===== config.mk =====
export PLATFORM = sky130hd
export DESIGN_NAME = lcd_spi_rx
export DESIGN_NICKNAME = d
export VERILOG_FILES = /design/src/rtl/lcd_spi_rx.sv
export SDC_FILE = /design/constraint.sdc
export NUM_CORES = 1
export LEC_CHECK = 0
export ABC_AREA = 1
export BUFFER_PORTS_ARGS = -buffer_cell sky130_fd_sc_hd__buf_2
export CORE_MARGIN = 3
export CORE_UTILIZATION = 50
export CTS_BUF_LIST = sky130_fd_sc_hd__clkbuf_8
export DETAILED_ROUTE_END_ITERATION = 16
export PLACE_DENSITY = 0.66
export SLEW_MARGIN = 10
export SYNTH_ARGS = -nofsm -noshare
export SYNTH_HDL_FRONTEND = slang
export SYNTH_SLANG_ARGS = --single-unit

===== constraint.sdc =====
create_clock -name clk -period 4.5 [get_ports clk]
set_input_delay 0.45 -clock clk [delete_from_list [all_inputs] [get_ports clk]]
set_output_delay 0.45 -clock clk [all_outputs]
set_load 0.01 [all_outputs]

===== src/rtl/lcd_spi_rx.sv =====
// lcd_spi_rx: 4-wire SPI responder that turns CSX/DCX/SCK/SDI into DCX-tagged bytes queued in a polled FIFO
module lcd_spi_rx #(
    parameter int DEPTH       = 4,
    parameter int SYNC_STAGES = 2
) (
    input  logic        clk,
    input  logic        rst_n,
    input  logic        SCK,
    input  logic        SDI,
    input  logic        CSX,
    input  logic        DCX,
    input  logic        pop,
    input  logic        clr,
    output logic [15:0] out
);
    localparam int AW = $clog2(DEPTH);

    logic [SYNC_STAGES-1:0] sck_sr, sdi_sr, csx_sr, dcx_sr, live_sr;
    logic                   sck_q, csx_q, armed;
    logic                   sck_s, sdi_s, csx_s, dcx_s, live;
    logic                   active, sck_rise, csx_rise, byte_done;
    logic [2:0]             cnt;
    logic [6:0]             shift_reg;
    logic [8:0]             mem [DEPTH];
    logic [AW-1:0]          wp, rp;
    logic [AW:0]            count;
    logic                   ovf, ferr, full, do_pop, do_push, ovf_ev, ferr_ev, valid;

    assign sck_s     = sck_sr[SYNC_STAGES-1];
    assign sdi_s     = sdi_sr[SYNC_STAGES-1];
    assign csx_s     = csx_sr[SYNC_STAGES-1];
    assign dcx_s     = dcx_sr[SYNC_STAGES-1];
    // live marks that the last sync stage now holds a real sample rather than its reset value
    assign live      = live_sr[SYNC_STAGES-1];
    assign active    = armed & ~csx_s;
    assign sck_rise  = active & sck_s & ~sck_q;
    assign csx_rise  = csx_s & ~csx_q;
    assign byte_done = sck_rise & (cnt == 3'd7);
    assign ferr_ev   = csx_rise & (cnt != 3'd0);
    assign full      = count == (AW+1)'(DEPTH);
    assign do_pop    = pop & (count != '0);
    assign do_push   = byte_done & (~full | do_pop);
    assign ovf_ev    = byte_done & full & ~do_pop;
    assign valid     = count != '0;
    assign out       = {valid, ovf, ferr, ~csx_s & (cnt != 3'd0), 3'b000, valid ? mem[rp] : 9'h000};

    // input synchronizers plus edge-detect history on SCK and CSX
    always_ff @(posedge clk or negedge rst_n) begin
        if (!rst_n) begin
            sck_sr  <= '0;
            sdi_sr  <= '0;
            csx_sr  <= '1;
            dcx_sr  <= '0;
            live_sr <= '0;
            sck_q   <= 1'b0;
            csx_q   <= 1'b1;
        end else begin
            sck_sr  <= {sck_sr[SYNC_STAGES-2:0], SCK};
            sdi_sr  <= {sdi_sr[SYNC_STAGES-2:0], SDI};
            csx_sr  <= {csx_sr[SYNC_STAGES-2:0], CSX};
            dcx_sr  <= {dcx_sr[SYNC_STAGES-2:0], DCX};
            live_sr <= {live_sr[SYNC_STAGES-2:0], 1'b1};
            sck_q   <= sck_s;
            csx_q   <= csx_s;
        end
    end

    // bit capture; reception arms only after a real CSX-high sample, so a frame cut by reset is ignored
    always_ff @(posedge clk or negedge rst_n) begin
        if (!rst_n) begin
            armed     <= 1'b0;
            cnt       <= 3'd0;
            shift_reg <= 7'd0;
        end else begin
            armed <= armed | (live & csx_s);
            if (!active) begin
                cnt       <= 3'd0;
                shift_reg <= 7'd0;
            end else if (sck_rise) begin
                cnt       <= cnt + 3'd1;
                shift_reg <= {shift_reg[5:0], sdi_s};
            end
        end
    end

    // FIFO storage, written with the completed byte and its DCX tag
    always_ff @(posedge clk) begin
        if (do_push) mem[wp] <= {dcx_s, shift_reg, sdi_s};
    end

    // FIFO pointers, occupancy and sticky error flags (a new event beats clr)
    always_ff @(posedge clk or negedge rst_n) begin
        if (!rst_n) begin
            wp    <= '0;
            rp    <= '0;
            count <= '0;
            ovf   <= 1'b0;
            ferr  <= 1'b0;
        end else begin
            if (do_push) wp <= wp + 1'b1;
            if (do_pop) rp <= rp + 1'b1;
            count <= count + (AW+1)'(do_push) - (AW+1)'(do_pop);
            ovf   <= (ovf & ~clr) | ovf_ev;
            ferr  <= (ferr & ~clr) | ferr_ev;
        end
    end
endmodule

### After elaboration in Yosys (flattened, before gate mapping)

Memories as Yosys holds them, arrays and structs flattened.
Cells that the tools add are included.
Widths: inputs -> output; s select.

* bits in registers: 32
* bits in writable memories: 36
* input port bits: 8
* output and inout bits: 16
* word-level logic and storage cells: 57
* memories kept: 1

* add/subtract/negate cells: 5
* eq/ne operators: 3
* muxes and demuxes: 7
* bitwise gates (word level): 24
* reduce and logical (&&, ||, !) cells: 2

Memory list
* mem: depth 4, width 9, read ports 1, clocked after memory_dff 0, wr ports 1, line 24 `logic [8:0] mem [DEPTH];`

Operator list (number)
* $and 1x1->1: 14
* $mux 7: 2
* $mux 9: 1
* $eq 3x3->1 const B: 2
* $mux 3: 2
* $not 1->1: 6
* $reduce_bool 3->1: 2
* $add 2x1->2 const B: 2
* $or 1x1->1: 4
* $add 3x1->3: 1
* $add 3x1->3 const B: 1
* $sub 3x1->3: 1
* $mux 1: 2
* $ne 2x1->1 const B: 1

### Longest topological paths before layout

* depth in word-level cells: 8
* gate-level depth with buffers: 9
* gate-level depth less buffers: 9

### Least setup slack after synthesis

No wires, ideal clock.

* kind: flip-flop to flip-flop
* start: register cnt[0]
* end: register count[2]
* setup time: 0.125 ns
* arrival: 1.826 ns
* required time: 4.375 ns
* setup slack: 2.549 ns
* stages on the path, launching flop included: 9
* path buffers: 0
* period minus slack after synthesis: 1.951 ns
* cell sequence: dfrtp_1 ha_1 ha_1 nand3_2 ha_1 inv_1 ha_1 fa_1 xor2_1

* cells in the longest elaborated chain, start to end: 5

RTL lines
* start, declared: line 22 `logic [2:0] cnt;`
* start signal, assigned: line 80 `cnt <= cnt + 3'd1;`
* $eq 3x3->1: line 38 `assign byte_done = sck_rise & (cnt == 3'd7);`
* $and 1x1->1: line 38
* $and 1x1->1: line 42 `assign do_push = byte_done & (~full | do_pop);`
* $add 3x1->3: line 102 `count <= count + (AW+1)'(do_push) - (AW+1)'(do_pop);`
* $sub 3x1->3: line 102
* end signal, assigned: line 102
* end, declared: line 26 `logic [AW:0] count;`

No other way between the ends.
A chain may end at the register's enable or synchronous reset.

### Worst setup path in the final report

* start: register rp[0]
* end: output port out[5]

* cells in the longest elaborated chain, start to end: 2

RTL lines
* start, declared: line 25 `logic [AW-1:0] wp, rp;`
* start signal, assigned: line 101 `if (do_pop) rp <= rp + 1'b1;`
* $mem_v2 4x9
* $mux 9: line 45 `assign out = {valid, ovf, ferr, ~csx_s & (cnt != 3'd0), 3'b000, valid ? mem[rp] : 9'h000};`
* end, declared: line 14 `output logic [15:0] out`

No other way between the ends.

==> qor.yml <==
critical_path:
  critPathLaunchType: "flip-flop"
  cpPeakStageDelay_ns: 0.73
  worstSetupPathType: "flip-flop to primary output"
  cp_max_fo: 20
  cp_slowest_cell: "dfrtp_1"
  critPathRequiredTime_ns: 4.05
  worstSetupEndpointType: "primary output"
  path_cells: "inv_1, o21ai_0, a21oi_1, buf_2"
  arrival_ns: 2.10
logic_synthesis:
  synth-edff-count: 36
  synth_seq_cells: 68
  synthCells: 249
  netlist_top_cells_count: "60 x nand2_1, 36 x edfxtp_1, 29 x dfrtp_1"
  seq_area_frac_synth_pct: 67.8
  synth_cell_types: 24
  synthFlopType: "edfxtp_1"
  synth_most_common_cell: "nand2_1"
  synth_top_area_share_pct: 38.9
  yosysTopAreaCell: "edfxtp_1"
  syn_area_mm2: 0.00278
  synth.avg_cell_area_um2: 11.2
  async_reset_ff_share_pct: 47.1
  yosysWarnings: 0
  ys_top_cells_by_area: "edfxtp_1 39%, dfrtp_1 26%, nand2_1 8.1%"
outcome:
  status: "complete, no violations"
clock_network:
  cts.clk_slew.worst_paths_ns: 0.07
  cts_post_setup_buffers_inserted: 0
  cts_buffers: 9
  cts.repair.resized: 0
  clockBufferDepth: 2
  postCtsHoldBufs: 0
  clock_latency_ns: 0.34
  cts_tree: "done"
  cts-root-buf: "clkbuf_8"
  htree_levels: 3
  cts_sinks: 68
sta:
  clock_skew_ns: 0.00526
  tns_ns: 0
  finalHoldViolations: 0
  rsz0062_at_grt: "false"
  setup_viol: 0
  slew_viol_final: 0
  fin_crit_sh_pct: 56.7
  worstMarginPinSlew_ns: 0.900
  setup_ws_ns: 1.95
  min_period_ns: 2.55
  fmax_mhz: 392
  max-slew-margin-rel_pct: 39.8
drt:
  totalWireLength_um: 4460
  drcViolationCount: 0
  via_count: 1632
  dr.pass1.iters: 4
  ant_nets: 0
  viasPerCell: 4.74
  drt_iter0_drc: 157
  wl_per_cell_um: 13.0
die:
  die_w_um: 80.6
  start_util_pct: 53.1
  die_area_mm2: 0.00649
  design.core.area_mm2: 0.00524
  die_h_um: 80.6
  num_rows: 26
  ios: 24
place:
  pre_cts_slack_ns: 2.28
  numPortBuffers: 20
  hpwl_um: 2860
  globalplace.congestion: 0.692
global_route:
  grt_pass1_wl_um: 7630
  grt_pass1_vias: 1670
  track_usage_pct: 16.6
  antenna_found_initial: 0
  grt_max_degree: 33
  overflow: 0
layout:
  drive_gt1_share_pct: 14.6
  final_util_pct: 59.0
  largest_reg_flops: 36
  antenna_cells: 0
  fin_nets: 288
  syn2layout_area_growth_pct: 11.2
worst_hold_path:
  hp-class: "input pin to async pin"
power_and_ir_drop:
  p_per_area_mw_per_mm2: 523
  peakVddDrop_mv: 0.281
  leakage_nw: 1.35
flow_run:
  cap_violations: 0
metal layers:
| layer | part of all wire (%) | vias to the layer above | GRT usage, % |
|---|---|---|---|
| li1 | - | 835 | - |
| met1 | 46 | 759 | 20.3 |
| met2 | 48 | 31 | 25.7 |
| met3 | 4.5 | 7 | 6.61 |
| met4 | 1.7 | 0 | 7.60 |
| met5 | 0 | - | 0 |
where the power goes:
part / total (mW) / internal, mW / switching (mW)
combinational: 0.368 / 0.138 / 0.230
clock: 0.520 / 0.304 / 0.216
sequential: 0.729 / 0.686 / 0.0428
total: 1.62 / 1.13 / 0.489
cells in the final DEF, fill, tap and decap left out, drive strengths merged:
cell type	instances
nand2	61
edfxtp	36
dfrtp	29
nor2	29
inv	26
o21ai	21
buf	20
a21oi	10
ha	9
clkbuf	9
clkinv	5
conb	4
dfstp	3
nand3	3
xor2	2
nand4	2
bufinv	2
a22o	1
fa	1
clkinvlp	1
critical path, delay by kind of cell (launching register included):
family                 cells  cell delay (ns)
DFF                        1             0.73
AOI/OAI and AO/OA          2             0.45
buffers and inverters      2             0.59
worst paths after layout:
check | start | endpoint | slack (ns) | cells after the start
hold reg to reg | dcx_sr[0] | dcx_sr[1] | 0.35 | 0
min in group clk | CSX | csx_sr[0] | 0.21 | 1
max in group asynchronous | rst_n | shift_reg[4] | 3.89 | 1
hold / removal | rst_n | dcx_sr[0] | 0.16 | 1
setup / recovery | rp[0] | out[5] | 1.95 | 4
setup reg to reg | csx_sr[1] | count[2] | 2.29 | 9
final cells by class:
class,instances,area [um2]
Multi-Input combinational cell,143,709
Tap cell,70,87.6
Clock inverter,6,80.1
Clock buffer,9,124
Inverter,28,105
Sequential cell,68,1890
Fill cell,437,2150
Timing Repair Buffer,20,100
logic make-up (layout without fill, tap and decap cells):
family,after synthesis,count (layout),share of synthesized area (%)
flip-flops,68,68,67.8
other,2,4,0.270
AND/OR/NAND/NOR,95,95,13.7
buffers and inverters,40,63,6.97
adder cells (fa/ha/maj),10,10,4.77
XOR/XNOR,2,2,0.630
AO/OA/AOI/OAI,32,32,5.89
metrics by stage:
step | total power [mW] | hold WS, ns | instances | area, um2
global route | 1.73 | 0.183 | 344 | 3090
CTS | 1.63 | 0.173 | 344 | 3090
global placement | 1.10 | 0.331 | 329 | 2890
detailed placement | 1.11 | 0.337 | 329 | 2890
floorplan | 1.02 | 0.154 | 251 | 2790
finish | 1.62 | 0.160 | 344 | 3090
Note: power is estimated with default switching activity, not from simulation.
